===== src/rtl/syst_ws_array.sv =====
// Weight-stationary systolic array computing y = W*x for one input vector per cycle.
// Inputs are skewed into the columns, and row outputs are deskewed so every row emerges together.
module syst_ws_array #(
    parameter int ROWS    = 2,
    parameter int COLS    = 3,
    parameter int X_WIDTH = 8,
    parameter int W_WIDTH = 8,
    localparam int Y_WIDTH = X_WIDTH + W_WIDTH + $clog2(COLS),
    localparam int LAT     = ROWS + COLS,
    localparam int RW      = (ROWS > 1) ? $clog2(ROWS) : 1
) (
    input  logic                     clk_i,
    input  logic                     rst_i,
    input  logic                     w_load_i,
    input  logic [RW-1:0]            w_row_i,
    input  logic [COLS*W_WIDTH-1:0]  w_data_i,
    output logic                     w_ready_o,
    input  logic                     x_valid_i,
    input  logic [COLS*X_WIDTH-1:0]  x_data_i,
    output logic                     x_ready_o,
    output logic                     y_valid_o,
    output logic [ROWS*Y_WIDTH-1:0]  y_data_o
);
    localparam int CW = $clog2(LAT + 1);

    logic                    accept;
    logic                    w_fire;
    logic [COLS*X_WIDTH-1:0] x_in;
    logic [X_WIDTH-1:0]      x_col [COLS];
    logic [ROWS*Y_WIDTH-1:0] row_res;

    logic [CW-1:0]           cnt_q, cnt_d;
    logic [LAT-1:0]          vld_q, vld_d;
    logic [ROWS*Y_WIDTH-1:0] y_q, y_d;
    logic [COLS*W_WIDTH-1:0] w_q [ROWS];
    logic [COLS*W_WIDTH-1:0] w_d [ROWS];
    logic [X_WIDTH-1:0]      x_q [ROWS][COLS];
    logic [X_WIDTH-1:0]      x_d [ROWS][COLS];
    logic [Y_WIDTH-1:0]      p_q [ROWS][COLS];
    logic [Y_WIDTH-1:0]      p_d [ROWS][COLS];

    // A weight write always wins over an input in the same cycle.
    assign x_ready_o = !w_load_i;
    assign accept    = x_valid_i && !w_load_i;
    assign w_ready_o = (cnt_q == '0);
    assign w_fire    = w_load_i && w_ready_o;
    assign x_in      = accept ? x_data_i : '0;
    assign y_valid_o = vld_q[LAT-1];
    assign y_data_o  = y_q;

    always_comb begin
        cnt_d = cnt_q + CW'(accept) - CW'(y_valid_o);
        vld_d = {vld_q[LAT-2:0], accept};
        y_d   = vld_q[LAT-2] ? row_res : y_q;
    end

    always_comb begin
        logic [X_WIDTH-1:0] xn;
        logic [Y_WIDTH-1:0] pin;
        xn  = '0;
        pin = '0;
        for (int r = 0; r < ROWS; r++) begin
            w_d[r] = (w_fire && (w_row_i == RW'(r))) ? w_data_i : w_q[r];
            for (int c = 0; c < COLS; c++) begin
                if (r == 0) xn = x_col[c];
                else        xn = x_q[r-1][c];
                if (c == 0) pin = '0;
                else        pin = p_q[r][c-1];
                x_d[r][c] = xn;
                p_d[r][c] = pin + Y_WIDTH'(w_q[r][c*W_WIDTH +: W_WIDTH]) * Y_WIDTH'(xn);
            end
        end
    end

    always_ff @(posedge clk_i or posedge rst_i) begin
        if (rst_i) begin
            cnt_q <= '0;
            vld_q <= '0;
            y_q   <= '0;
            for (int r = 0; r < ROWS; r++) begin
                w_q[r] <= '0;
                for (int c = 0; c < COLS; c++) begin
                    x_q[r][c] <= '0;
                    p_q[r][c] <= '0;
                end
            end
        end else begin
            cnt_q <= cnt_d;
            vld_q <= vld_d;
            y_q   <= y_d;
            w_q   <= w_d;
            x_q   <= x_d;
            p_q   <= p_d;
        end
    end

    // Column c sees its element c cycles late, matching the psum wavefront.
    for (genvar gc = 0; gc < COLS; gc++) begin : g_skew
        if (gc == 0) begin : g_direct
            assign x_col[gc] = x_in[0 +: X_WIDTH];
        end else begin : g_delay
            logic [X_WIDTH-1:0] s_q [gc];
            logic [X_WIDTH-1:0] s_d [gc];
            always_comb begin
                s_d[0] = x_in[gc*X_WIDTH +: X_WIDTH];
                for (int i = 1; i < gc; i++) s_d[i] = s_q[i-1];
            end
            always_ff @(posedge clk_i or posedge rst_i) begin
                if (rst_i) begin
                    for (int i = 0; i < gc; i++) s_q[i] <= '0;
                end else begin
                    s_q <= s_d;
                end
            end
            assign x_col[gc] = s_q[gc-1];
        end
    end

    // Upper rows finish earlier; delay them so all rows line up with the last.
    for (genvar gi = 0; gi < ROWS; gi++) begin : g_deskew
        localparam int D = ROWS - 1 - gi;
        if (D == 0) begin : g_direct
            assign row_res[gi*Y_WIDTH +: Y_WIDTH] = p_q[gi][COLS-1];
        end else begin : g_delay
            logic [Y_WIDTH-1:0] d_q [D];
            logic [Y_WIDTH-1:0] d_d [D];
            always_comb begin
                d_d[0] = p_q[gi][COLS-1];
                for (int i = 1; i < D; i++) d_d[i] = d_q[i-1];
            end
            always_ff @(posedge clk_i or posedge rst_i) begin
                if (rst_i) begin
                    for (int i = 0; i < D; i++) d_q[i] <= '0;
                end else begin
                    d_q <= d_d;
                end
            end
            assign row_res[gi*Y_WIDTH +: Y_WIDTH] = d_q[D-1];
        end
    end
endmodule


===== config.mk =====
export PLATFORM = sky130hd
export DESIGN_NAME = syst_ws_array
export DESIGN_NICKNAME = d
export VERILOG_FILES = /design/src/rtl/syst_ws_array.sv
export SDC_FILE = /design/constraint.sdc
export NUM_CORES = 1
export LEC_CHECK = 0
export ABC_AREA = 1
export BUFFER_PORTS_ARGS = -buffer_cell sky130_fd_sc_hd__buf_2
export CAP_MARGIN = 25
export CORE_UTILIZATION = 35
export CTS_CLUSTER_SIZE = 8
export DETAILED_ROUTE_END_ITERATION = 10
export HOLD_SLACK_MARGIN = 0.03
export MAX_ROUTING_LAYER = met4
export PLACE_DENSITY = 0.51
export SYNTH_ARGS = -nofsm -noshare
export SYNTH_HDL_FRONTEND = slang
export SYNTH_SLANG_ARGS = --single-unit

===== constraint.sdc =====
create_clock -name clk_i -period 20.2 [get_ports clk_i]
set_input_delay 4.04 -clock clk_i [delete_from_list [all_inputs] [get_ports clk_i]]
set_output_delay 4.04 -clock clk_i [all_outputs]
set_load 0.005 [all_outputs]

### Word level (Yosys, flattened, before mapping)

Index checks and enable logic that the tools add are counted.

| cells by class | value |
|---|---|
| bitwise gates (word level) | 1 |
| shift-type cells | 0 |
| reduce and logical (&&, ||, !) cells | 6 |
| div/mod/pow operators | 0 |
| multipliers | 6 |
| $lt $le $gt $ge | 0 |
| equal/unequal tests | 0 |
| mux-type cells | 1 |
| add/sub/neg operators | 6 |

Operator list:

| operator | number |
|---|---|
| $mul 8x8->16 | 6 |
| $add 17x16->18 | 2 |
| $add 16x16->17 | 2 |
| $mux 24 | 1 |
| $logic_and 1x1->1 | 4 |
| $add 3x1->3 | 1 |
| $logic_not 3->1 | 1 |
| $sub 3x1->3 | 1 |
| $logic_not 1->1 | 1 |
| $not 1->1 | 1 |

| storage, ports and cells | value |
|---|---|
| RAM bits | 0 |
| bits in read-only memories | 0 |
| input port bits | 53 |
| bits in latches | 0 |
| output and inout port bits | 39 |
| register bits | 260 |
| logic and storage cells | 38 |
| memories kept | 0 |

### Longest topological paths before layout

Gate-level depths: netlist (run 1).

| logic depth | value |
|---|---|
| word-level depth | 4 |
| gate-level depth with buffers | 22 |
| gate-level depth less buffers | 22 |

### Worst setup path after synthesis (run 1)

Ideal clock, no wire load.

| timing | value |
|---|---|
| path type | input-to-output |
| start point | input port w_load_i |
| end point | output port x_ready_o |
| buffers on the path | 0 |
| data arrival time | 4109 ps |
| path slack | 12051 ps |
| cell stages on the path | 1 |
| cells stage by stage | inv_1 |

| on the way | value |
|---|---|
| longest elaborated chain between the ends | 1 |

RTL lines:

| item | line | RTL |
|---|---|---|
| start, declared | 14 | `input logic w_load_i,` |
| $logic_not 1->1 | 43 | `assign x_ready_o = !w_load_i;` |
| end, declared | 20 | `output logic x_ready_o,` |

No other way between the ends.

### Worst setup path after layout (run 1)

Same ends and word-level chain as after synthesis.

==> results.toml, run 1 <==
[detailed_routing]
via_per_inst = 4.31
drcViolationCount = 0
initialDrtViolationCount = 729
ant_nets = 0
wl_per_cell_um = 12.8
vias = 16554
wl_mm = 49.2
first_pass_iters = 5

[synthesis]
synth_compound_area_share_pct = 2.25
synth-simple-area-share_pct = 16.9
synth-xor-area-share_pct = 1.65
synthDistinctLibCells = 30
synth-edff-count = 0
synth_fa_ha_area_share_pct = 35.0
yosysMostFrequentCell = "inv_1"
synth_mux_area_share_pct = 1.70
ys_top_cells_by_area = "dfrtp_1 27%, fa_1 23%, inv_1 13%"
synth_area_mm2 = 0.0238
synth_top_cells_by_count = "857 x inv_1, 769 x nand2_1, 275 x fa_1, 260 x dfrtp_1, 226 x ha_1"
synthesis.nets = 3472
syn_avg_cell_area_um2 = 8.17
ys.flop_type = "dfrtp_1"
ys.warnings.count = 0
seq_area_frac_synth_pct = 27.3
ys_seq_elements = 260
async_flop_share_pct = 100
syn_inst = 2918
yosysTopAreaCell = "dfrtp_1"
synth_top_family_by_area = "adder cells"
netlist.area_leader.share_pct = 27.3

[final_layout]
nets = 3510
fin_cells = 3841
final_layout_size_suffix_gt1_share_pct = 6.51
utilization_pct = 38.8
area_growth_pct = 9.65

[setup_path]
worstPathRequired_ps = 16160
critPathCaptureType = "output port"
worstReg2RegEnd = "p_q[87]$_DFF_PP0_"
crit_type = "primary input to output port"
critPathArrivalTime_ps = 4340
r2r_start = "g_skew[1].g_delay.s_q[0]$_DFF_PP0_"
cp_max_fo = 2
cp-start-kind = "primary input"
r2r_slack_ps = 16140
ff2ff_path_depth = 17

[die]
boundaryPins = 92
start_util_pct = 35.4
die_y_um = 263
dieArea_mm2 = 0.0691
rows = 95
die_w_um = 263
core_area_mm2 = 0.0673

[clock_network]
numCtsBuffers = 39
clock_sinks = 260
post-cts-setup-buffer-count = 0
ctsHoldBuffers = 0
cts_max_level = 2
cts-root-buf = "clkbuf_16"
cts_buffer_depth = 3
cts_tree = "yes"
clk_pin_slew_ps = 50
clkLatencyLatePin_ps = 570
post_cts_resized = 0

[power]
p_sw_mw = 1.11
switching_share_pct = 42.0
ir_drop_v = 0.0000597
p_leak_nw = 16.0
clkPwrFrac_pct = 22.7
intPower_mw = 1.53
p_per_area_mw_per_mm2 = 101
p_seq_share_pct = 32.4
combPwrFrac_pct = 44.9

[sta]
drv_slew = 0
skew_ps = 32.0
rsz0062_at_grt = "false"
relSlewSlack_pct = 40.0
fmax_ghz = 0.119
tns_ps = 0
finalCritPeriodShare_pct = 41.5
worst-slew-pin-transition_ps = 900
setup_viol = 0
fin_crit_ps = 8380
hold_violations = 0

[run_status]
status = "complete, no violations"

[min_path]
min_to = "g_skew[2].g_delay.s_q[1]$_DFF_PP0_"
min_path_type = "flop to flop"
holdCritStartpoint = "g_skew[2].g_delay.s_d[1]$_DFF_PP0_"
hold_depth = 0

[global_routing]
globalRouteTotalUtil_pct = 15.5
grt_max_degree = 124
grt_pass1_wl_mm = 84.8
grt_remaining_overflow = 0
grt_antenna_before_repair = 5
first_global_vias = 17134

[run]
cap_violations = 0

[place]
gp_congestion = 0.859
hpwl_mm = 40.2
dp_cells = 3787
io_buffers = 91
==> area by class of cell <==
cell class	instances	area [um2]
clock inverter	5	105
sequential	260	6510
timing repair buffer	94	490
antenna	5	12.5
multi-input combinational	1702	13700
clock buffer	43	1000
inverter	859	3230
tap	873	1090
fill	7064	41100
==> critical path: stages <==
cell   delay, ps
buf_2        120
inv_1         70
buf_2        110
==> placed cells by master, fill, tap and decap left out, types with 2 or more instances in the layout <==
| cell type | count |
|---|---|
| a21o_1 | 2 |
| a21oi_1 | 42 |
| buf_2 | 91 |
| buf_4 | 2 |
| clkbuf_1 | 3 |
| clkbuf_16 | 39 |
| dfrtp_1 | 259 |
| diode_2 | 5 |
| fa_1 | 275 |
| ha_1 | 226 |
| inv_1 | 856 |
| inv_16 | 2 |
| inv_2 | 2 |
| mux2_2 | 36 |
| nand2_1 | 769 |
| nand3_1 | 59 |
| nand3b_1 | 3 |
| nand4_1 | 19 |
| nor2_1 | 156 |
| nor2_4 | 2 |
| nor3_1 | 6 |
| o21ai_0 | 44 |
| o21ai_2 | 6 |
| o21bai_1 | 5 |
| or2_2 | 3 |
| xnor2_1 | 25 |
| xor2_1 | 20 |
==> flip-flops by register name, indices dropped and copies added, names as in the netlist, 8 cells and up <==
register	cells
p_q	84
x_d	24
w_q	48
g_deskew.g_delay.d_d	18
y_data_o	36
g_deskew.g_delay.d_q	18
g_skew.g_delay.s_d	8
g_skew.g_delay.s_q	16
==> metal layers <==
layer	global-route usage (%)	wire length, um	up-vias
met5	-	0	-
met4	3.68	1010	0
met3	2.64	1990	70
met2	24.1	21700	198
met1	21.0	24500	7881
li1	-	-	8405
==> cell families (layout without fill, tap and decap cells) <==
logic type	after synthesis	in the layout
AOI/OAI and AO/OA	99	99
adders and majority gates	501	501
DFF	260	260
and+or+nand+nor	1021	1021
muxes	36	36
other	0	5
buffers and inverters	956	1001
xor gates and xnor gates	45	45
==> how the worst max path moves through the flow <==
| stage | start | end |
|---|---|---|
| finish | w_load_i | x_ready_o |
| global route | w_load_i | x_ready_o |
| CTS | w_load_i | x_ready_o |
| detailed placement | w_load_i | p_q[103]$_DFF_PP0_ |
| global placement | w_load_i | p_q[103]$_DFF_PP0_ |
| floorplan | rst_i | cnt_q[0]$_DFF_PP0_ |
==> power groups by stage <==
| stage | logic [mW] | clock network [mW] | registers, mW |
|---|---|---|---|
| 2_1_floorplan | 1.01 | 0 | 0.751 |
| 3_3_place_gp | 1.19 | 0 | 0.865 |
| 3_5_place_dp | 1.20 | 0 | 0.868 |
| 4_1_cts | 1.21 | 0.625 | 0.860 |
| 5_1_grt | 1.41 | 0.643 | 0.882 |
| 6_report | 1.19 | 0.601 | 0.856 |
==> metrics by stage <==
step / worst slack, ps / instance area [um2] / power, mW / hold WS (ps)
floorplan: 9000 / 23800 / 1.76 / 331
global placement: 11810 / 25000 / 2.06 / 332
detailed placement: 11780 / 25000 / 2.07 / 335
CTS: 11810 / 26100 / 2.70 / 304
global route: 11790 / 26100 / 2.94 / 318
finish: 11820 / 26100 / 2.64 / 318
(Power assumes the default switching activity.)
==> run 2: changes to the inputs <==
==> constraint.sdc (replaced) <==
create_clock -name clk_i -period 7.82 [get_ports clk_i]
set_input_delay 1.564 -clock clk_i [delete_from_list [all_inputs] [get_ports clk_i]]
set_output_delay 1.564 -clock clk_i [all_outputs]
set_load 0.005 [all_outputs]
==> run 2 against run 1 <==
- sequential share of layout area is essentially flat
- first-iteration DRC count fell by 11%
- combinational power increased to 2.6 times the previous value
- largest power group unchanged
- global-route usage down 0.075 points
- setup slack got worse by 9300 ps
==> results.toml, run 2 (synthesis gave the netlist of run 1 again) <==
[final_layout]
final_layout_size_suffix_gt1_share_pct = 6.55
nets = 3510
regArea_mm2 = 0.00651
final_cell_mix = "856 x inv_1, 769 x nand2_1, 275 x fa_1"
area_growth_pct = 9.58
multi_input_area_mm2 = 0.0137
fin_cells = 3847
top_register = "p_q"
largest_reg_flops = 84
fillCellCount = 7046
final_common_cell = "inv_1"

[sta]
skew_ps = 22.4
hold_violations = 0
drv_slew = 0
finalCritPeriodShare_pct = 68.4
rsz0062_at_grt = "false"
tns_ps = 0
relSlewSlack_pct = 35.9
fmax_ghz = 0.187
worst-slew-pin-transition_ps = 962
setup_viol = 0
fin_crit_ps = 5350

[setup_path]
cp-start-kind = "primary input"
cpPeakStageDelay_ps = 550
worstPathRequired_ps = 8270
cp_max_fo = 17
crit_path_top_delay_cell = "fa_1"
critPathCaptureType = "flop"
crit_type = "primary input to flop"
cpMostUsedCell = "nand2_1"
path_cells = "buf_2 > inv_1 > nand2_2 > inv_2 > nand2_1 > inv_1 > nand2_1 > fa_1 > fa_1 > inv_1 > fa_1 > inv_1 > fa_1 > inv_1 > ha_1 > nand2_1 > inv_1 > nand2_1 > nand2_1 > nand2_1 > nand3_1 > nand2_1 > nand2_1"
critPathArrivalTime_ps = 5800

[die]
die_w_um = 263
rows = 95
dieArea_mm2 = 0.0691
boundaryPins = 92
core_area_mm2 = 0.0673
die_y_um = 263
start_util_pct = 35.4

[clock_network]
cts_max_level = 2
ctsHoldBuffers = 0
clk_pin_slew_ps = 50
clock_sinks = 260
cts-root-buf = "clkbuf_16"
cts_buffer_depth = 3
cts_tree = "yes"
post_cts_resized = 0
clkLatencyLatePin_ps = 560
numCtsBuffers = 39
post-cts-setup-buffer-count = 0

[global_routing]
grt_remaining_overflow = 0
globalRouteTotalUtil_pct = 15.4
first_global_vias = 17094
grt_antenna_before_repair = 10
grt_max_degree = 157
grt_pass1_wl_mm = 84.6

[run]
cap_violations = 0

[place]
hpwl_mm = 40.3
gp_congestion = 0.818
dp_cells = 3788
io_buffers = 91

[detailed_routing]
drcViolationCount = 0
first_pass_iters = 5
wl_mm = 48.9
vias = 16427
wl_per_cell_um = 12.7
ant_nets = 0
initialDrtViolationCount = 651
via_per_inst = 4.27

[min_path]
min_path_type = "flop to flop"

[power]
p_per_area_mw_per_mm2 = 260
ir_drop_v = 0.000181
p_leak_nw = 16.0
total_power_mw = 6.78

[run_status]
status = "complete, no violations"
-- run 2: cell count changes in the layout (fill, tap and decap cells not counted), sizes merged --
cell / previous run / this run
diode: 5 / 10
inv: 861 / 859
clkbuf: 43 / 44
bufinv: 1 / 0
clkinvlp: 0 / 1
clkinv: 2 / 4
-- run 2: report_power, final --
group | internal, mW | switching [mW]
registers | 1.79 | 0.410
clock network | 0.910 | 0.603
logic | 1.23 | 1.83
total | 3.93 | 2.84
-- run 2: per-stage QoR --
| stage | hold WS [ps] | util, % | setup slack (ps) | area [um2] |
|---|---|---|---|---|
| after floorplan | 331 | - | 2650 | 23800 |
| after global placement | 332 | 37.2 | 1950 | 25000 |
| after detailed placement | 335 | 37.2 | 1890 | 25000 |
| after CTS | 342 | 38.8 | 2490 | 26100 |
| after global routing | 348 | 38.8 | 2100 | 26100 |
| final | 342 | 38.8 | 2470 | 26100 |
-- run 2: layout make-up --
cell class	count	area share (%)
Inverter	859	12.4
Clock buffer	44	3.89
Tap cell	873	4.18
Multi-Input combinational cell	1702	52.4
Clock inverter	5	0.249
Sequential cell	260	24.9
Timing Repair Buffer	94	1.88
Antenna cell	10	0.0958
-- run 2: critical path, delay by kind of cell --
| family | cells | cell delay, ps |
|---|---|---|
| buffers and inverters | 8 | 790 |
| adder cells (fa/ha/maj) | 5 | 2360 |
| AND/OR/NAND/NOR | 10 | 1090 |
-- run 2: routing by layer --
layer  wire (um)  up-vias  track usage (%)  share of wire (%)
met5           0        -                -                  0
met1       24100     7748             20.7                 49
li1            -     8408                -                  -
met3        2240       57             2.83                4.6
met2       21500      214             23.9                 44
met4        1050        0             4.03                2.2
-- run 2: worst paths after layout --
kind	from	slack (ps)	cells past startpoint	endpoint
setup / recovery	w_load_i	2470	23	p_q[102]$_DFF_PP0_
min in group asynchronous	rst_i	1020	2	y_data_o[31]$_DFFE_PP0P_
setup reg to reg	g_skew[1].g_delay.s_q[0]$_DFF_PP0_	3800	17	p_q[87]$_DFF_PP0_
max in group asynchronous	rst_i	5320	4	g_deskew[0].g_delay.d_d[13]$_DFF_PP0_
hold / removal	g_deskew[0].g_delay.d_d[5]$_DFF_PP0_	340	0	g_deskew[0].g_delay.d_q[5]$_DFF_PP0_
hold reg to reg	g_deskew[0].g_delay.d_d[5]$_DFF_PP0_	340	0	g_deskew[0].g_delay.d_q[5]$_DFF_PP0_
==> run 3: changes to the inputs <==
--- a/config.mk
+++ b/config.mk
@@ -13,7 +13,7 @@
 export DETAILED_ROUTE_END_ITERATION = 10
 export HOLD_SLACK_MARGIN = 0.03
 export MAX_ROUTING_LAYER = met4
-export PLACE_DENSITY = 0.51
+export PLACE_DENSITY = 0.53
 export SYNTH_ARGS = -nofsm -noshare
 export SYNTH_HDL_FRONTEND = slang
 export SYNTH_SLANG_ARGS = --single-unit
==> constraint.sdc (replaced) <==
create_clock -name clk_i -period 4.5 [get_ports clk_i]
set_input_delay 0.9 -clock clk_i [delete_from_list [all_inputs] [get_ports clk_i]]
set_output_delay 0.9 -clock clk_i [all_outputs]
set_load 0.005 [all_outputs]
==> run 3 against run 2 <==
- clock skew is 19 ps higher
- via count rose by 1.3%
- setup slack worse by 2100 ps
- routed wire length down 0.17%
- critical path type unchanged
- largest power group unchanged
==> results.toml, run 3 (synthesis gave the netlist of run 1 again) <==
[setup_path]
cpPeakStageDelay_ps = 550
critPathBufInv = 8
path_cells = "buf_2 > inv_1 > nand2_2 > inv_2 > nand2_1 > inv_1 > nand2_1 > fa_1 > fa_1 > inv_1 > fa_1 > inv_1 > fa_1 > inv_1 > ha_1 > nand2_1 > inv_1 > nand2_1 > nand2_1 > nand2_1 > nand3_1 > nand2_1 > nand2_1"
cp_max_fo = 7
critPathCaptureType = "flop"
cp-start-kind = "primary input"
cpMostUsedCell = "nand2_1"
crit_type = "primary input to flop"
critPathTopFamily = "adder cells"
crit_path_top_delay_cell = "fa_1"
critPathArrivalTime_ps = 4540
worstPathRequired_ps = 4920

[die]
start_util_pct = 35.4
rows = 95
core_area_mm2 = 0.0673
dieArea_mm2 = 0.0691
die_y_um = 263
boundaryPins = 92
die_w_um = 263

[detailed_routing]
wl_per_cell_um = 12.6
vias = 16647
initialDrtViolationCount = 769
wl_mm = 48.8
ant_nets = 0
first_pass_iters = 5
drcViolationCount = 0
via_per_inst = 4.30

[global_routing]
top_usage_layer = "met2"
use_met3_pct = 3.19
first_global_vias = 17068
grt_remaining_overflow = 0
grt_pass1_wl_mm = 84.3
grt_antenna_before_repair = 8
met2_usage_pct = 23.3
grt_max_degree = 147
met1_usage_pct = 20.8
globalRouteTotalUtil_pct = 15.3

[sta]
setup_viol = 0
whs_ps = 344
drv_slew = 0
worst-slew-pin-transition_ps = 943
rsz0062_at_grt = "false"
fmax_ghz = 0.243
tns_ps = 0
finalCritPeriodShare_pct = 91.5
hold_violations = 0
relSlewSlack_pct = 37.1
fin_crit_ps = 4120
skew_ps = 40.9

[run]
cap_violations = 0

[clock_network]
cts_buffer_depth = 3
post-cts-setup-buffer-count = 0
clk_pin_slew_ps = 50
clkLatencyLatePin_ps = 570
ctsHoldBuffers = 0
post_cts_resized = 0
cts-root-buf = "clkbuf_16"
cts_max_level = 2
clock_sinks = 260
numCtsBuffers = 40
cts_tree = "yes"

[power]
p_per_area_mw_per_mm2 = 453
total_power_mw = 11.9
ir_drop_v = 0.000288
p_leak_nw = 16.1

[place]
gp_congestion = 0.841
dp_cells = 3815
io_buffers = 91
hpwl_mm = 40.0

[run_status]
status = "complete, no violations"

[final_layout]
utilization_pct = 39.2
area_growth_pct = 10.6
final_layout_size_suffix_gt1_share_pct = 7.52
final_cell_mix = "856 x inv_1, 768 x nand2_1, 275 x fa_1"
top_register = "p_q"
nets = 3538
fin_cells = 3875
largest_reg_flops = 84
final_common_cell = "inv_1"

[min_path]
min_path_type = "flop to flop"
==> run 3: cell types whose count changed in the layout (fill, tap and decap cells not counted) <==
cell / change
buf_4: +26
clkinv_2: +3
diode_2: -2
buf_12: +1
clkbuf_16: +1
clkbuf_8: -1
inv_16: +1
inv_6: -1
nand2_1: -1
nand2_2: +1
==> run 3: cell type report <==
type                    count  area [um2]
inverters                 859        3230
flip-flops and latches    260        6510
repair buffers            121         706
diodes                      8        20.0
clock buffers              44        1030
well taps                 873        1090
multi-input cells        1702       13700
clock inverters             8        91.3
fillers                  6960       40900
==> run 3: metrics by stage <==
stage | worst slack [ps] | area (um2)
floorplan | 9.43 | 23800
global placement | -159 | 25200
detailed placement | -174 | 25200
CTS | 391 | 26300
global route | 116 | 26400
finish | 382 | 26400
==> run 3: path summary, 6_finish.rpt <==
kind,from,to,slack (ps),cells past startpoint
max reg2reg,g_skew[2].g_delay.s_q[6]$_DFF_PP0_,g_deskew[0].g_delay.d_d[16]$_DFF_PP0_,510,15
min reg2reg,g_deskew[0].g_delay.d_d[16]$_DFF_PP0_,g_deskew[0].g_delay.d_q[16]$_DFF_PP0_,340,0
min in group asynchronous,rst_i,y_data_o[35]$_DFFE_PP0P_,350,2
min,g_deskew[0].g_delay.d_d[16]$_DFF_PP0_,g_deskew[0].g_delay.d_q[16]$_DFF_PP0_,340,0
max in group asynchronous,rst_i,vld_q[3]$_DFF_PP0_,2980,3
max,w_load_i,p_q[103]$_DFF_PP0_,380,23
==> run 3: metal layers <==
metal  vias up  routed length (um)
li1       8480                   -
met1      7883               24200
met2       227               21200
met3        57                2460
met4         0                 910
met5         -                   0
==> run 3: report_power, final <==
part / switching (mW) / internal, mW
combinational: 3.22 / 2.21
sequential: 0.699 / 3.12
clock: 1.08 / 1.61
total: 5.00 / 6.94
